File: src/rtl/ram_arb_pkg.sv
`default_nettype none
// ============================================================================
// Module   : ram_arb_pkg
// Brief    : Shared types and constants for the RAM read-write port arbiter.
// Revision : 1.0
// ============================================================================
package ram_arb_pkg;

    localparam int NUM_REQ = 2;
    localparam int LANES   = 16;

    typedef logic [0:0] req_id_t;

    localparam req_id_t REQ_CPU = 1'b0;
    localparam req_id_t REQ_DMA = 1'b1;

    typedef struct packed {
        logic    valid;
        req_id_t id;
        logic    is_read;
    } tag_t;

    function automatic logic [NUM_REQ-1:0] id_to_onehot(input req_id_t id);
        logic [NUM_REQ-1:0] w_oh;
        w_oh     = '0;
        w_oh[id] = 1'b1;
        return w_oh;
    endfunction

endpackage
`default_nettype wire

File: src/rtl/ram_rsp_tag_pipe.sv
`default_nettype none
// ============================================================================
// Module   : ram_rsp_tag_pipe
// Brief    : Fixed-latency tag shift register that steers RAM responses back.
// Revision : 1.0
// ============================================================================
module ram_rsp_tag_pipe
    import ram_arb_pkg::*;
#(
    parameter int RD_LATENCY = 2,
    parameter int DATA_W     = 128
) (
    input  logic                clk,
    input  logic                rst,
    input  tag_t                i_tag,
    input  logic [DATA_W-1:0]   i_ram_rdata,
    output logic [NUM_REQ-1:0]  o_rsp_valid,
    output logic [DATA_W-1:0]   o_rsp_rdata,
    output logic                o_any_valid
);

    localparam int DEPTH = RD_LATENCY + 1;

    tag_t [DEPTH-1:0] r_tags;
    tag_t             w_out;

    always_ff @(posedge clk) begin
        if (rst) begin
            r_tags <= '0;
        end else begin
            r_tags <= {r_tags[DEPTH-2:0], i_tag};
        end
    end

    // The last stage lines up with the cycle the RAM presents read data.
    assign w_out       = r_tags[RD_LATENCY];
    assign o_rsp_valid = w_out.valid ? id_to_onehot(w_out.id) : '0;
    assign o_rsp_rdata = (w_out.valid && w_out.is_read) ? i_ram_rdata : '0;

    always_comb begin
        o_any_valid = 1'b0;
        for (int i = 0; i < DEPTH; i++) begin
            o_any_valid = o_any_valid | r_tags[i].valid;
        end
    end

endmodule
`default_nettype wire

File: src/rtl/ram_rw_port_arbiter.sv
`default_nettype none
// ============================================================================
// Module   : ram_rw_port_arbiter
// Brief    : Round-robin sharing of the 128-bit RAM rw port between CPU and DMA.
// Revision : 1.0
// ============================================================================
module ram_rw_port_arbiter
    import ram_arb_pkg::*;
#(
    parameter int ADDR_W     = 19,
    parameter int DATA_W     = 128,
    parameter int RD_LATENCY = 2
) (
    input  logic                        clk,
    input  logic                        rst,
    input  logic [NUM_REQ-1:0]          req_valid,
    output logic [NUM_REQ-1:0]          req_ready,
    input  logic [NUM_REQ-1:0]          req_we,
    input  logic [NUM_REQ*ADDR_W-1:0]   req_addr,
    input  logic [NUM_REQ*DATA_W-1:0]   req_wdata,
    input  logic [NUM_REQ*LANES-1:0]    req_be,
    output logic [NUM_REQ-1:0]          rsp_valid,
    output logic [DATA_W-1:0]           rsp_rdata,
    output logic [ADDR_W-1:0]           ram_addr,
    output logic                        ram_we,
    output logic [LANES-1:0]            ram_be,
    output logic [DATA_W-1:0]           ram_wdata,
    input  logic [DATA_W-1:0]           ram_rdata,
    output logic                        busy
);

    req_id_t            r_last_grant;
    req_id_t            w_grant_id;
    logic               w_hs;
    logic [ADDR_W-1:0]  w_sel_addr;
    logic [DATA_W-1:0]  w_sel_wdata;
    logic [LANES-1:0]   w_sel_be;
    logic               w_sel_we;
    logic               w_pipe_busy;
    tag_t               w_tag;

    logic [ADDR_W-1:0]  r_ram_addr;
    logic               r_ram_we;
    logic [LANES-1:0]   r_ram_be;
    logic [DATA_W-1:0]  r_ram_wdata;

    always_comb begin
        w_grant_id = REQ_CPU;
        case (req_valid)
            2'b01:   w_grant_id = REQ_CPU;
            2'b10:   w_grant_id = REQ_DMA;
            2'b11:   w_grant_id = ~r_last_grant;
            default: w_grant_id = REQ_CPU;
        endcase
    end

    // A request presented while rst is high is never accepted.
    assign w_hs      = (|req_valid) && !rst;
    assign req_ready = w_hs ? id_to_onehot(w_grant_id) : '0;

    assign w_sel_addr  = w_grant_id ? req_addr[ADDR_W +: ADDR_W]   : req_addr[0 +: ADDR_W];
    assign w_sel_wdata = w_grant_id ? req_wdata[DATA_W +: DATA_W]  : req_wdata[0 +: DATA_W];
    assign w_sel_be    = w_grant_id ? req_be[LANES +: LANES]       : req_be[0 +: LANES];
    assign w_sel_we    = req_we[w_grant_id];

    always_ff @(posedge clk) begin
        if (rst) begin
            r_last_grant <= REQ_DMA;
            r_ram_addr   <= '0;
            r_ram_we     <= 1'b0;
            r_ram_be     <= '0;
            r_ram_wdata  <= '0;
        end else if (w_hs) begin
            r_last_grant <= w_grant_id;
            r_ram_addr   <= w_sel_addr;
            r_ram_we     <= w_sel_we;
            r_ram_be     <= w_sel_we ? w_sel_be : '0;
            r_ram_wdata  <= w_sel_wdata;
        end else begin
            r_ram_we     <= 1'b0;
            r_ram_be     <= '0;
        end
    end

    assign ram_addr  = r_ram_addr;
    assign ram_we    = r_ram_we;
    assign ram_be    = r_ram_be;
    assign ram_wdata = r_ram_wdata;

    assign w_tag = '{valid: w_hs, id: w_grant_id, is_read: ~w_sel_we};

    ram_rsp_tag_pipe #(
        .RD_LATENCY (RD_LATENCY),
        .DATA_W     (DATA_W)
    ) u_tag_pipe (
        .clk         (clk),
        .rst         (rst),
        .i_tag       (w_tag),
        .i_ram_rdata (ram_rdata),
        .o_rsp_valid (rsp_valid),
        .o_rsp_rdata (rsp_rdata),
        .o_any_valid (w_pipe_busy)
    );

    assign busy = w_pipe_busy | w_hs;

endmodule
`default_nettype wire
File: config.mk
export PLATFORM = sky130hd
export DESIGN_NAME = ram_rw_port_arbiter
export DESIGN_NICKNAME = d
export VERILOG_FILES = /design/src/rtl/ram_arb_pkg.sv /design/src/rtl/ram_rsp_tag_pipe.sv /design/src/rtl/ram_rw_port_arbiter.sv
export SDC_FILE = /design/constraint.sdc
export NUM_CORES = 1
export LEC_CHECK = 0
export BUFFER_PORTS_ARGS = -buffer_cell sky130_fd_sc_hd__buf_4
export CORE_AREA = 3 3 294 296
export CTS_BUF_LIST = sky130_fd_sc_hd__clkbuf_16
export DETAILED_ROUTE_END_ITERATION = 10
export DIE_AREA = 0 0 297 299
export PLACE_DENSITY = 0.3
export SETUP_SLACK_MARGIN = 0.15
export SLEW_MARGIN = 25
export SYNTH_ARGS = -nofsm -noshare
export SYNTH_HDL_FRONTEND = slang
export SYNTH_SLANG_ARGS = --single-unit
File: constraint.sdc
create_clock -name clk -period 4.1 [get_ports clk]
set_input_delay 0.82 -clock clk [delete_from_list [all_inputs] [get_ports clk]]
set_output_delay 0.82 -clock clk [all_outputs]
set_load 0.01 [all_outputs]
Word level (Yosys, flattened, before mapping)
Index checks and enable logic that the tools add are counted.

word-level totals
  word-level logic and storage cells = 47
  input bits = 460
  flip-flop bits (word level) = 174
  output and inout bits = 297

operators by class
  magnitude comparators = 4
  reduce and logical (&&, ||, !) cells = 8
  bitwise gates (word level) = 6
  mux-type cells = 13
  equality and inequality tests = 2

operators by type and width
  operator                                                    count
  2-to-1 mux 128 bit                                          2
  2-to-1 mux 19 bit                                           1
  2-to-1 mux 16 bit                                           1
  equality test 2 bit, second input constant                  2
  logical AND 1 bit                                           4
  less-than comparator 1 x 2 -> 1 bit, second input constant  2
  2-to-1 mux 1 bit                                            4
  2-to-1 mux 2 bit                                            2
  OR reduction 2 bit                                          2
  inverter 1 bit                                              3
  bitwise OR 1 bit                                            3
  OR reduction 3 bit                                          1
  demux 1 bit (select 1 bit)                                  2
  greater-or-equal comparator 1 bit, second input constant    2
  case mux 1 bit (2 select lines)                             1
  zero test 1 bit                                             1

Longest topological paths before layout
  word-level depth = 7
  mapped depth = 6
  depth with buffers taken out = 3

Modules after synthesis
A second synthesis with hierarchy kept.

unflattened totals
  cell total of the unflattened synthesis = 801
  area total of the unflattened synthesis = 7888.8 um^2

by module, submodules not included
  module               times used  seq. area each (um^2)  area each (um^2)  cells an instance
  ram_rw_port_arbiter  1           3303.2                 6620.1            624
  ram_rsp_tag_pipe     1           180.2                  1268.7            177

Least setup slack after synthesis
OpenSTA, ideal clock, no wires.

  path kind = input -> output
  start point = in rst
  end point = out req_ready[1]
  buffers on the path = 3
  required time = 3280 ps
  slack = 1636 ps
  stages = 4
  data arrival time = 1644 ps
  cells stage by stage = clkbuf_1 > clkbuf_1 > buf_1 > nor2_1

between the ends
  longest elaborated chain between the ends = 3

RTL lines
  item                RTL line                   RTL
  start: declaration  ram_rw_port_arbiter.sv:15  input logic rst,
  zero test 1 bit     ram_rw_port_arbiter.sv:58  assign w_hs = (|req_valid) && !rst;
  logical AND 1 bit   ram_rw_port_arbiter.sv:58
  2-to-1 mux 2 bit    ram_rw_port_arbiter.sv:59  assign req_ready = w_hs ? id_to_onehot(w_grant_id) : '0;
  end: declaration    ram_rw_port_arbiter.sv:17  output logic [NUM_REQ-1:0] req_ready,

No other way between the ends.

Worst setup path after layout
  start point = reg u_tag_pipe.r_tags[6] (netlist bit)
  end point = out rsp_rdata[101]

between the ends
  longest elaborated chain between the ends = 2

RTL lines
  item                      RTL line                   RTL
  start: declaration        ram_rsp_tag_pipe.sv:24     tag_t [DEPTH-1:0] r_tags;
  start signal: assignment  ram_rsp_tag_pipe.sv:31     r_tags <= {r_tags[DEPTH-2:0], i_tag};
  logical AND 1 bit         ram_rsp_tag_pipe.sv:38     assign o_rsp_rdata = (w_out.valid && w_out.is_read) ? i_ram_rdata : '0;
  2-to-1 mux 128 bit        ram_rsp_tag_pipe.sv:38
  end: declaration          ram_rw_port_arbiter.sv:23  output logic [DATA_W-1:0] rsp_rdata,

No other way between the ends.

==> results.md <==
* Final #Nets at 2196
* Initial DRC count at 453
* Worst path bufs/invs at 2
* DIE AREA at 0.08880 mm2
* Standard-cell rows at 106
* Critical path destination: rsp_rdata[101]
* Leak pwr at 7.793 nW
* Critical path class: flip-flop to output port
* DP Area at 0.01492 mm2
* Die width at 297 um
* Final ANT Viol Nets at 0
* Post-DR wirelength/cell at 23.80 um
* Largest net degree at the start of global routing at 103
* Power per cell area at 316.5 mW/mm2
* Post-CTS Setup Bufs at 0
* Total negative setup slack at 0 ns
* Iteration count of the initial detailed-routing pass at 4
* CP Launch Type: flip-flop
* Final Hold Slack at 0.4461 ns
* First-pass GRT wire length at 92.60 mm
* Most common cell after layout, fill and taps aside: buf_4
* Final setup viols at 0
* CP endpoint kind: output port
* Height of the die at 299 um
* Share of cells above drive strength 1 at 46.26%
* H-Tree Depth at 4
* Core outline area at 0.08382 mm2
* CP max FO at 98
* GRT Max-Usage Layer: met2
* Clk sinks at 174
* Synthesized instance count at 1063
* Critical path depth in cells at 3
* Slew HR at 38.21%
* GRT Util Overall at 14.84%
* Syn nets at 1523
* CP arrival at 2.21 ns
* Post-CTS resize count at 0
* P&R area growth vs syn at 91.79%
* Fmax at 329.7 MHz
* Vias in the first global route at 11100
* Worst Max-Slew Pin Slew at 0.9269 ns
* Later-pin clock latency in the skew report at 0.49 ns
* Cell mode on critical path: buf_4
* DRC Markers at 0
* Synth warn at 0
* Worst endpoint required time at 3.28 ns
* CP delay by family, top: flip-flops
* Maximum vdd drop at 241.4 uV
* Critical path's slowest cell: dfxtp_4
* Post-synthesis sequential area ratio at 42.90%
* Cell variety after synth at 22
* RSZ-0062 raised after global routing: no
* Fillers at 9554
* Clk_skew at 0.01604 ns
* Total Routed Length at 68.76 mm
* Initial Utilization at 9.688%
* GR Overflow Total at 0
* Routability cong. at 0.9589
* Final Worst Setup Slack at 1.067 ns
* Hold buffers post-CTS at 0
* Syn_area_per_cell at 7.639 um2
* Pins Over Slew Limit at 0
* Status: complete, no violations
* I/O Pins at 757
* Vias per inst at 3.730
* Final hold viol count at 0
* Final Cycle Share at 73.98%
* CTS tree: done
* DP Wirelength at 53.81 mm
* Setup slack at placement at 1.122 ns
* Clk Tree Root Cell: clkbuf_16
* Clock slew at reported path FFs at 0.09 ns
* Buffers on Ports at 756
* Via count at 10780
* Hold WC Path Type: flip-flop to flip-flop
* Reg2reg start: r_last_grant
* FF+latch count, synth at 174
* Clock buffer depth at 2
* Final instance area at 0.01557 mm2
* FF-to-FF setup slack at 2.17 ns
* R2r endpoint: ram_wdata[82]
* Met3 Use GR at 5.703%
* CP Launch Point: u_tag_pipe.r_tags[6]
* Worst r2r path cells at 4
* Synthesized area at 0.008120 mm2
* CTS Buf Count at 17
* Max stage delay on crit path at 0.94 ns
* Max_cap viols at 0
* CP Cell Sequence: buf_4, and3_1, buf_4
* Commonest non-fill, non-tap cells in the layout: 764 x buf_4, 172 x dfxtp_1, 151 x nor2_1
* Met1 GRT Util at 13.28%
* Minimum clock period at 3.033 ns
* Antenna violations before repair at 12
* Met2 usage at 29.96%
## stage by stage
| stage | utilization, % | power (W) | std cells |
|---|---|---|---|
| 2_1_floorplan | - | 0.002356 | 1063 |
| 3_3_place_gp | 17.81 | 0.003135 | 2851 |
| 3_5_place_dp | 17.81 | 0.003145 | 2851 |
| 4_1_cts | 18.56 | 0.005086 | 2883 |
| 5_1_grt | 18.57 | 0.005207 | 2886 |
| 6_report | 18.58 | 0.004929 | 2889 |
## routing by layer
metal  vias up  share of wire [%]  routed length, um
met5         -              0.019                 13
met4         2                2.6               1806
met3        64                7.8               5350
met2       458                 57              39340
met1      5182                 32              22240
li1       5071                  -                  -
## how the worst min path moves through the flow
stage / start / to / slack, ns / depth (start not counted)
floorplan: u_tag_pipe.r_tags[0] / u_tag_pipe.r_tags[3] / 0.41 / 1
global placement: u_tag_pipe.r_tags[1] / u_tag_pipe.r_tags[4] / 0.43 / 1
detailed placement: u_tag_pipe.r_tags[4] / u_tag_pipe.r_tags[7] / 0.43 / 1
CTS: u_tag_pipe.r_tags[3] / u_tag_pipe.r_tags[6] / 0.45 / 1
global route: u_tag_pipe.r_tags[1] / u_tag_pipe.r_tags[4] / 0.47 / 1
finish: u_tag_pipe.r_tags[4] / u_tag_pipe.r_tags[7] / 0.45 / 1
## sequential cells by signal, summed over array words and instances, names as in the netlist
register,flops
ram_addr,19
ram_we,1
ram_be,16
ram_wdata,128
u_tag_pipe.r_tags,9
r_last_grant,1
## layout make-up
cell class | count | area [um2] | share of cell area [%]
clock inverters | 15 | 209.0 | 1.342
diodes | 6 | 15.01 | 0.09641
flip-flops and latches | 174 | 3491 | 22.42
well taps | 1134 | 1419 | 9.111
clock buffers | 17 | 425.4 | 2.732
repair buffers | 770 | 5847 | 37.54
multi-input cells | 773 | 4168 | 26.76
## synth_stat cells, drive strengths merged
cell    count  share of area (%)
dfxtp     174                 43
nor2      152                7.0
a211oi    148                 14
nand2     148                6.8
a21oi     147                9.1
and3      128                9.9
clkbuf     62                2.9
buf        54                3.3
nor3       17                1.0
mux2i      16                2.0
nor2b       7               0.54
and2        2               0.15
nand2b      2               0.15
a21bo       1               0.12
a21boi      1               0.14
a32oi       1               0.11
o21ai       1              0.062
or2         1              0.077
or4         1              0.092
## worst reg2reg max path: stages, from the launching register on
cell,delay (ns)
dfxtp_1,0.38
a21boi_4,0.30
buf_4,0.67
a21oi_1,0.26
a211oi_1,0.25
## where the power goes
group | switching (W) | leakage [nW] | internal [W]
Sequential | 0.0000879 | 1.45 | 0.00182
Combinational | 0.000568 | 6.04 | 0.000591
Clock | 0.00101 | 0.305 | 0.000849
## cell families (layout without fill, tap and decap cells)
| kind of cell | count (synthesis) | after routing | synth area share, % |
|---|---|---|---|
| AOI/OAI and AO/OA | 299 | 299 | 23.17 |
| muxes | 16 | 16 | 1.972 |
| and+or+nand+nor | 458 | 458 | 25.79 |
| DFF | 174 | 174 | 42.90 |
| other | 0 | 6 | 0 |
| buffers and inverters | 116 | 802 | 6.163 |
Power figures use the tool's default switching activity.
